## config.mk

```make
export PLATFORM = sky130hd
export DESIGN_NAME = sw_debounce_edge
export DESIGN_NICKNAME = d
export VERILOG_FILES = /design/src/rtl/sw_debounce_edge.sv
export SDC_FILE = /design/constraint.sdc
export NUM_CORES = 1
export LEC_CHECK = 0
export ABC_AREA = 1
export BUFFER_PORTS_ARGS = -buffer_cell sky130_fd_sc_hd__buf_2
export CAP_MARGIN = 20
export CORE_MARGIN = 2
export CORE_UTILIZATION = 42
export DETAILED_ROUTE_END_ITERATION = 10
export GPL_TIMING_DRIVEN = 0
export PLACE_DENSITY = 0.66
export SYNTH_ARGS = -nofsm -noshare
export SYNTH_HDL_FRONTEND = slang
export SYNTH_SLANG_ARGS = --single-unit
export TNS_END_PERCENT = 10
```

## constraint.sdc

```tcl
create_clock -name clk -period 8.83 [get_ports clk]
set_clock_uncertainty 0.15 [all_clocks]
set_input_delay 0.883 -clock clk [delete_from_list [all_inputs] [get_ports clk]]
set_output_delay 0.883 -clock clk [all_outputs]
set_load 0.05 [all_outputs]
```

## src/rtl/sw_debounce_edge.sv

```systemverilog
// Slide-switch front end: two-flop synchroniser, per-bit stable-count debounce,
// registered rise/fall pulses and a lowest-index event summary of the rise vector.
module sw_debounce_edge #(
    parameter int N       = 10,
    parameter int DEB_CYC = 500000,
    parameter int IDX_W   = 4
) (
    input  logic             clk,
    input  logic             reset,
    input  logic [N-1:0]     sw_raw,
    output logic [N-1:0]     sw_clean,
    output logic [N-1:0]     sw_rise,
    output logic [N-1:0]     sw_fall,
    output logic             evt_valid,
    output logic [IDX_W-1:0] evt_idx,
    output logic             evt_multi
);

    localparam int CNT_W = $clog2(DEB_CYC);
    localparam logic [CNT_W-1:0] CNT_LAST = CNT_W'(DEB_CYC - 1);

    logic [N-1:0]     sync1_r;
    logic [N-1:0]     sync2_r;
    logic [CNT_W-1:0] cnt_r     [N];
    logic [CNT_W-1:0] cnt_nxt_s [N];
    logic [N-1:0]     clean_nxt_s;
    logic [N-1:0]     rise_nxt_s;
    logic [N-1:0]     fall_nxt_s;

    // Lowest set index of v; zero when v is empty.
    function automatic logic [IDX_W-1:0] lowest_idx(input logic [N-1:0] v);
        logic [IDX_W-1:0] idx;
        idx = {IDX_W{1'b0}};
        for (int i = N - 1; i >= 0; i--) begin
            if (v[i]) begin
                idx = IDX_W'(i);
            end else begin
                idx = idx;
            end
        end
        return idx;
    endfunction

    // True when more than one bit of v is set (clearing the lowest set bit leaves something).
    function automatic logic multi_set(input logic [N-1:0] v);
        return (v & (v - N'(1))) != {N{1'b0}};
    endfunction

    // Per-bit debounce decision: count disagreement with the clean level, commit on the last count.
    always_comb begin
        clean_nxt_s = sw_clean;
        rise_nxt_s  = {N{1'b0}};
        fall_nxt_s  = {N{1'b0}};
        for (int i = 0; i < N; i++) begin
            cnt_nxt_s[i] = cnt_r[i];
            if (sync2_r[i] == sw_clean[i]) begin
                cnt_nxt_s[i] = {CNT_W{1'b0}};
            end else if (cnt_r[i] == CNT_LAST) begin
                cnt_nxt_s[i]   = {CNT_W{1'b0}};
                clean_nxt_s[i] = sync2_r[i];
                rise_nxt_s[i]  = sync2_r[i];
                fall_nxt_s[i]  = ~sync2_r[i];
            end else begin
                cnt_nxt_s[i] = cnt_r[i] + CNT_W'(1);
            end
        end
    end

    // Synchroniser, counters, clean levels, pulses and event summary registers.
    always_ff @(posedge clk or posedge reset) begin
        if (reset) begin
            sync1_r   <= {N{1'b0}};
            sync2_r   <= {N{1'b0}};
            sw_clean  <= {N{1'b0}};
            sw_rise   <= {N{1'b0}};
            sw_fall   <= {N{1'b0}};
            evt_valid <= 1'b0;
            evt_idx   <= {IDX_W{1'b0}};
            evt_multi <= 1'b0;
            for (int i = 0; i < N; i++) begin
                cnt_r[i] <= {CNT_W{1'b0}};
            end
        end else begin
            sync1_r   <= sw_raw;
            sync2_r   <= sync1_r;
            sw_clean  <= clean_nxt_s;
            sw_rise   <= rise_nxt_s;
            sw_fall   <= fall_nxt_s;
            evt_valid <= (rise_nxt_s != {N{1'b0}});
            evt_idx   <= lowest_idx(rise_nxt_s);
            evt_multi <= multi_set(rise_nxt_s);
            for (int i = 0; i < N; i++) begin
                cnt_r[i] <= cnt_nxt_s[i];
            end
        end
    end

endmodule
```

; ---- After elaboration in Yosys (flattened, before gate mapping)
; Cells that the tools add are included.
[totals]
ff_bits = 246
in_bits = 12
out_inout_bits = 36
wordCells = 161
[classes]
add_sub_neg = 11
n_eq_ne = 20
mux = 70
bitwise_logic = 21
n_reduce_logical = 12
[op_table]
columns = cell, n
row1 = 2-to-1 mux 19 bit, 20
row2 = "adder 19 x 1 -> 19 bit, second input constant", 10
row3 = "equality test 19 bit, second input constant", 10
row4 = 2-to-1 mux 1 bit, 40
row5 = 2-to-1 mux 4 bit, 10
row6 = NOT 1 bit, 20
row7 = AND reduction 2 bit, 10
row8 = nonzero test 10 bit, 2
row9 = bitwise AND 10 bit, 1
row10 = equality test 1 bit, 10
row11 = "subtractor 10 x 1 -> 10 bit, second input constant", 1

; ---- Depth between registers and ports, before layout
[logic_depth]
ltp_word = 13
mapped_depth = 14
ltp_nobuf = 14

; ---- Worst setup path before layout
; No wires, ideal clock.
[synth_path]
path_type = register -> register
start = register cnt_r[76] in the netlist's numbering
end = register cnt_r[94] in the netlist's numbering
setup_time_ns = 0.123
t_arrival_ns = 1.613
t_required_ns = 8.557
slack_ns = 6.944
path_stages_with_launch = 12
path_buffers = 0
period_less_slack_ns = 1.886
path_cell_list = dfrtp_1 -> ha_1 -> nand2_2 -> nor2_4 -> nand2_2 -> nor2_4 -> nand3_2 -> nor3_4 -> nand3b_2 -> nor2_2 -> nand2_1 -> nor3b_2
[synth_lines]
columns = item, line_no
row1 = start: declaration, 24  ; logic [CNT_W-1:0] cnt_r [N];
row2 = start signal: indexed assignment, 81  ; cnt_r[i] <= {CNT_W{1'b0}};
row3 = start signal: indexed assignment, 93  ; cnt_r[i] <= cnt_nxt_s[i];

; ---- Worst setup path in the final report
[layout_path]
start = register cnt_r[152] in the netlist's numbering
end = register evt_multi
[layout_between]
elab_chain_len = 6
[layout_lines]
columns = item, line_no
row1 = equality test 19 bit *, 58  ; end else if (cnt_r[i] == CNT_LAST) begin
row2 = 2-to-1 mux 1 bit *, 58
row3 = 2-to-1 mux 1 bit *, 56  ; if (sync2_r[i] == sw_clean[i]) begin
row4 = subtractor 10 x 1 -> 10 bit, 46  ; return (v & (v - N'(1))) != {N{1'b0}};
row5 = bitwise AND 10 bit *, 46
row6 = nonzero test 10 bit *, 46
row7 = end signal: assignment, 91  ; evt_multi <= multi_set(rise_nxt_s);
row8 = end: declaration, 16  ; output logic evt_multi
; Every way passes the cells marked *; elsewhere a longest branch is shown, timed or not.
; A chain may end at the register's enable or synchronous reset.

==> flow_metrics.tcl <==
set metrics [dict create \
    syn_area_um2 11690 \
    r2r_start "cnt_r[152]" \
    areaGrowthSynthToFinish_pct 14.26 \
    final_layout_size_suffix_gt1_share_pct 11.31 \
    rr_endpoint "evt_multi" \
    wl_met1_um 10720 \
    finalMaxSlewViolations 0 \
    synthArstFlopShare_pct 100.0 \
    cts.sinks 246 \
    avgSynthCellArea_um2 8.586 \
    antenna_found_initial 0 \
    ys_seq_elements 246 \
    via_count 8939 \
    status "complete, no violations" \
    slew_headroom_pct 46.35 \
    critPathMaxStageDelay_ns 0.37 \
    top_layer "met4" \
    timing.final.crit_share_pct 26.10 \
    wl_met3_um 843 \
    crit_path_end_kind "flip-flop" \
    cts_setup_buffers 0 \
    crit_arrival_ns 2.62 \
    grt_max_degree 131 \
    globalRouteTotalUtil_pct 16.23 \
    dp_slack_ns 6.421 \
    chipHeight_um 170.9 \
    core-area_um2 27630 \
    synthesis.nets 1384 \
    synthTopCellsByArea "dfrtp_1, nor2_1, inv_1, nand2_1, a21oi_1" \
    worst_setup_path_start_kind "flip-flop" \
    synth_top_area_share_pct 52.64 \
    power_density_nw_per_um2 178.3 \
    crit_type "flip-flop to flip-flop" \
    timing_hold_violations_final 0 \
    worst_pin_slew_ns 0.8047 \
    multi_input_comb_area_um2 4755 \
    die_w_um 170.9 \
    wl_per_cell_um 12.31 \
    place_hpwl_um 15910 \
    r2r_setup_slack_ns 6.53 \
    regArea_um2 6156 \
    met2WireLength_um 10600 \
    synth_top_area_cell "dfrtp_1" \
    hold_start "sync1_r[0]" \
    seq_area_frac_synth_pct 52.64 \
    num-nets-final 1461 \
    path_cells "ha_1 > nand2_1 > nor2_2 > nand3_1 > nor2_1 > nand3_1 > nand2_1 > nor2_1 > nand3_1 > nand2_1 > nand2_1 > inv_1 > nand3_1" \
    yosys_warnings 0 \
    cts-buffers-inserted 27 \
    syn_inst 1362 \
    via_per_inst 4.866 \
    grt_pass1_wl_um 39590 \
    required_ns 9.15 \
    synth_enable_flop_cells 0 \
    hold_buffers 0 \
    floorplan.initialDensity_pct 42.32 \
    holdPathEnd "sync2_r[0]" \
    root_buffer "clkbuf_16" \
    min_path_type "flip-flop to flip-flop" \
    drtIter0Drc 433 \
    whs_path_depth 0 \
    grt_setup_unrepaired "no" \
    dieArea_um2 29190 \
    clkLatencyLatePin_ns 0.54 \
    fin_crit_ns 2.305 \
    firstDrtPassIters 4 \
    rows 61 \
    cts-resized-gates 0 \
    cts_buffer_depth 3 \
    max_freq_mhz 433.9 \
    utilization_pct 48.36 \
    setup_ws_ns 6.525 \
    setup_violations 0 \
    drc 0 \
    worstPathMaxFanout 5 \
    clk_pin_slew_ns 0.06 \
    routabilityCongestion 0.8381 \
    wl_um 22620 \
    io_buffers 47 \
    cpMaxStageDelayCell "dfrtp_1" \
    yosysUniqueCellTypes 44 \
    synth-main-ff-cell "dfrtp_1" \
    pin_count 48 \
    power_leakage_uw 0.006157 \
    htree_levels 1 \
    vdd_drop_max_uv 142.0 \
    ant_nets 0 \
    grt_pass1_vias 8631 \
    grt_remaining_overflow 0 \
    filler_cell_count 2647 \
    reg2reg_depth 13 \
    cts_tree "built" \
    maxCapViolCount 0 \
    diodes 0 \
]
placed cells by master, fill, tap and decap left out, drive strengths merged, types with 17 or more instances in the layout:
cell type,count
o21ai,45
nor3,49
nor3b,27
nand3,71
nand4,36
buf,53
a21oi,74
dfrtp,246
xor2,34
inv,198
nand2,192
clkbuf,43
nor2,292
a211oi,17
through the flow:
| stage | power [uW] | instances | setup TNS (ns) | cell area, um^2 | hold slack, ns |
|---|---|---|---|---|---|
| 2_1_floorplan | 1224 | 1362 | 0 | 11690 | 0.1812 |
| 3_3_place_gp | 1244 | 1787 | -441.75 | 12400 | 0.1845 |
| 3_5_place_dp | 1247 | 1788 | 0 | 12440 | 0.1855 |
| 4_1_cts | 2418 | 1837 | 0 | 13360 | 0.1990 |
| 5_1_grt | 2485 | 1837 | 0 | 13360 | 0.2061 |
| 6_report | 2383 | 1837 | 0 | 13360 | 0.1978 |
layout make-up:
cell class	count	share of cell area (%)
clock buffer	39	5.918
tap	378	3.540
multi-input combinational	909	35.58
inverter	198	5.618
timing repair buffer	48	1.966
buffer	9	0.2997
clock inverter	10	1.002
sequential	246	46.07
synthesized netlist by cell type (5+ instances only):
cell and count:
xor2_1 34, nor2_4 10, a31oi_1 10, ha_1 10, nand2_2 5, dfrtp_1 246
nor3_2 6, nor2_2 19, and3_1 6, xnor2_1 14, o22ai_1 5, a21oi_1 74
nand2_1 187, nand4_2 6, inv_1 196, a211oi_1 17, nand3_1 64, nor3b_1 24
o21a_1 7, nor3_1 41, o21ai_0 41, nor2_1 263, nand3_2 7, buf_2 5
nand4_1 30
where the power goes:
group	switching (uW)	total, uW	internal (uW)
combinational	51.7	69.8	18.0
sequential	11.2	1150	1140
clock	452	1160	707
total	515	2380	1870
cell families after synthesis:
| group | share of synthesized area [%] |
|---|---|
| AND/OR/NAND/NOR | 27.96 |
| flip-flops | 52.64 |
| buffers and inverters | 6.698 |
| AO/OA/AOI/OAI | 8.036 |
| XOR/XNOR | 3.595 |
| adder cells (fa/ha/maj) | 1.070 |
worst max-delay path by stage:
stage | startpoint | endpoint | slack, ns | depth (start not counted)
after floorplan | reset | cnt_r[0] | 1.04 | 1
after global placement | reset | sw_fall[1] | -1.82 | 2
after detailed placement | reset | cnt_r[156] | 6.42 | 3
after CTS | cnt_r[152] | evt_multi | 6.47 | 13
after global routing | cnt_r[152] | evt_multi | 6.28 | 13
final | cnt_r[152] | evt_multi | 6.53 | 13
critical path: cells and delay by family, from the launching register on:
family,cells,cell delay [ns]
and+or+nand+nor,11,1.49
DFF,1,0.37
adders and majority gates,1,0.19
buffers and inverters,1,0.03
state kept, by name, indices dropped and copies added, names as in the netlist:
signal	count
evt_multi	1
evt_valid	1
sw_rise	10
evt_idx	4
sync1_r	10
sw_clean	10
cnt_r	190
sync2_r	10
sw_fall	10
layer usage:
metal  track usage [%]  vias to the layer above
met5                 0                        -
met4             4.495                        0
met3             2.012                       33
met2             27.09                      123
met1             22.39                     4206
li1                  -                     4577
Note: power is estimated with default switching activity, not from simulation.
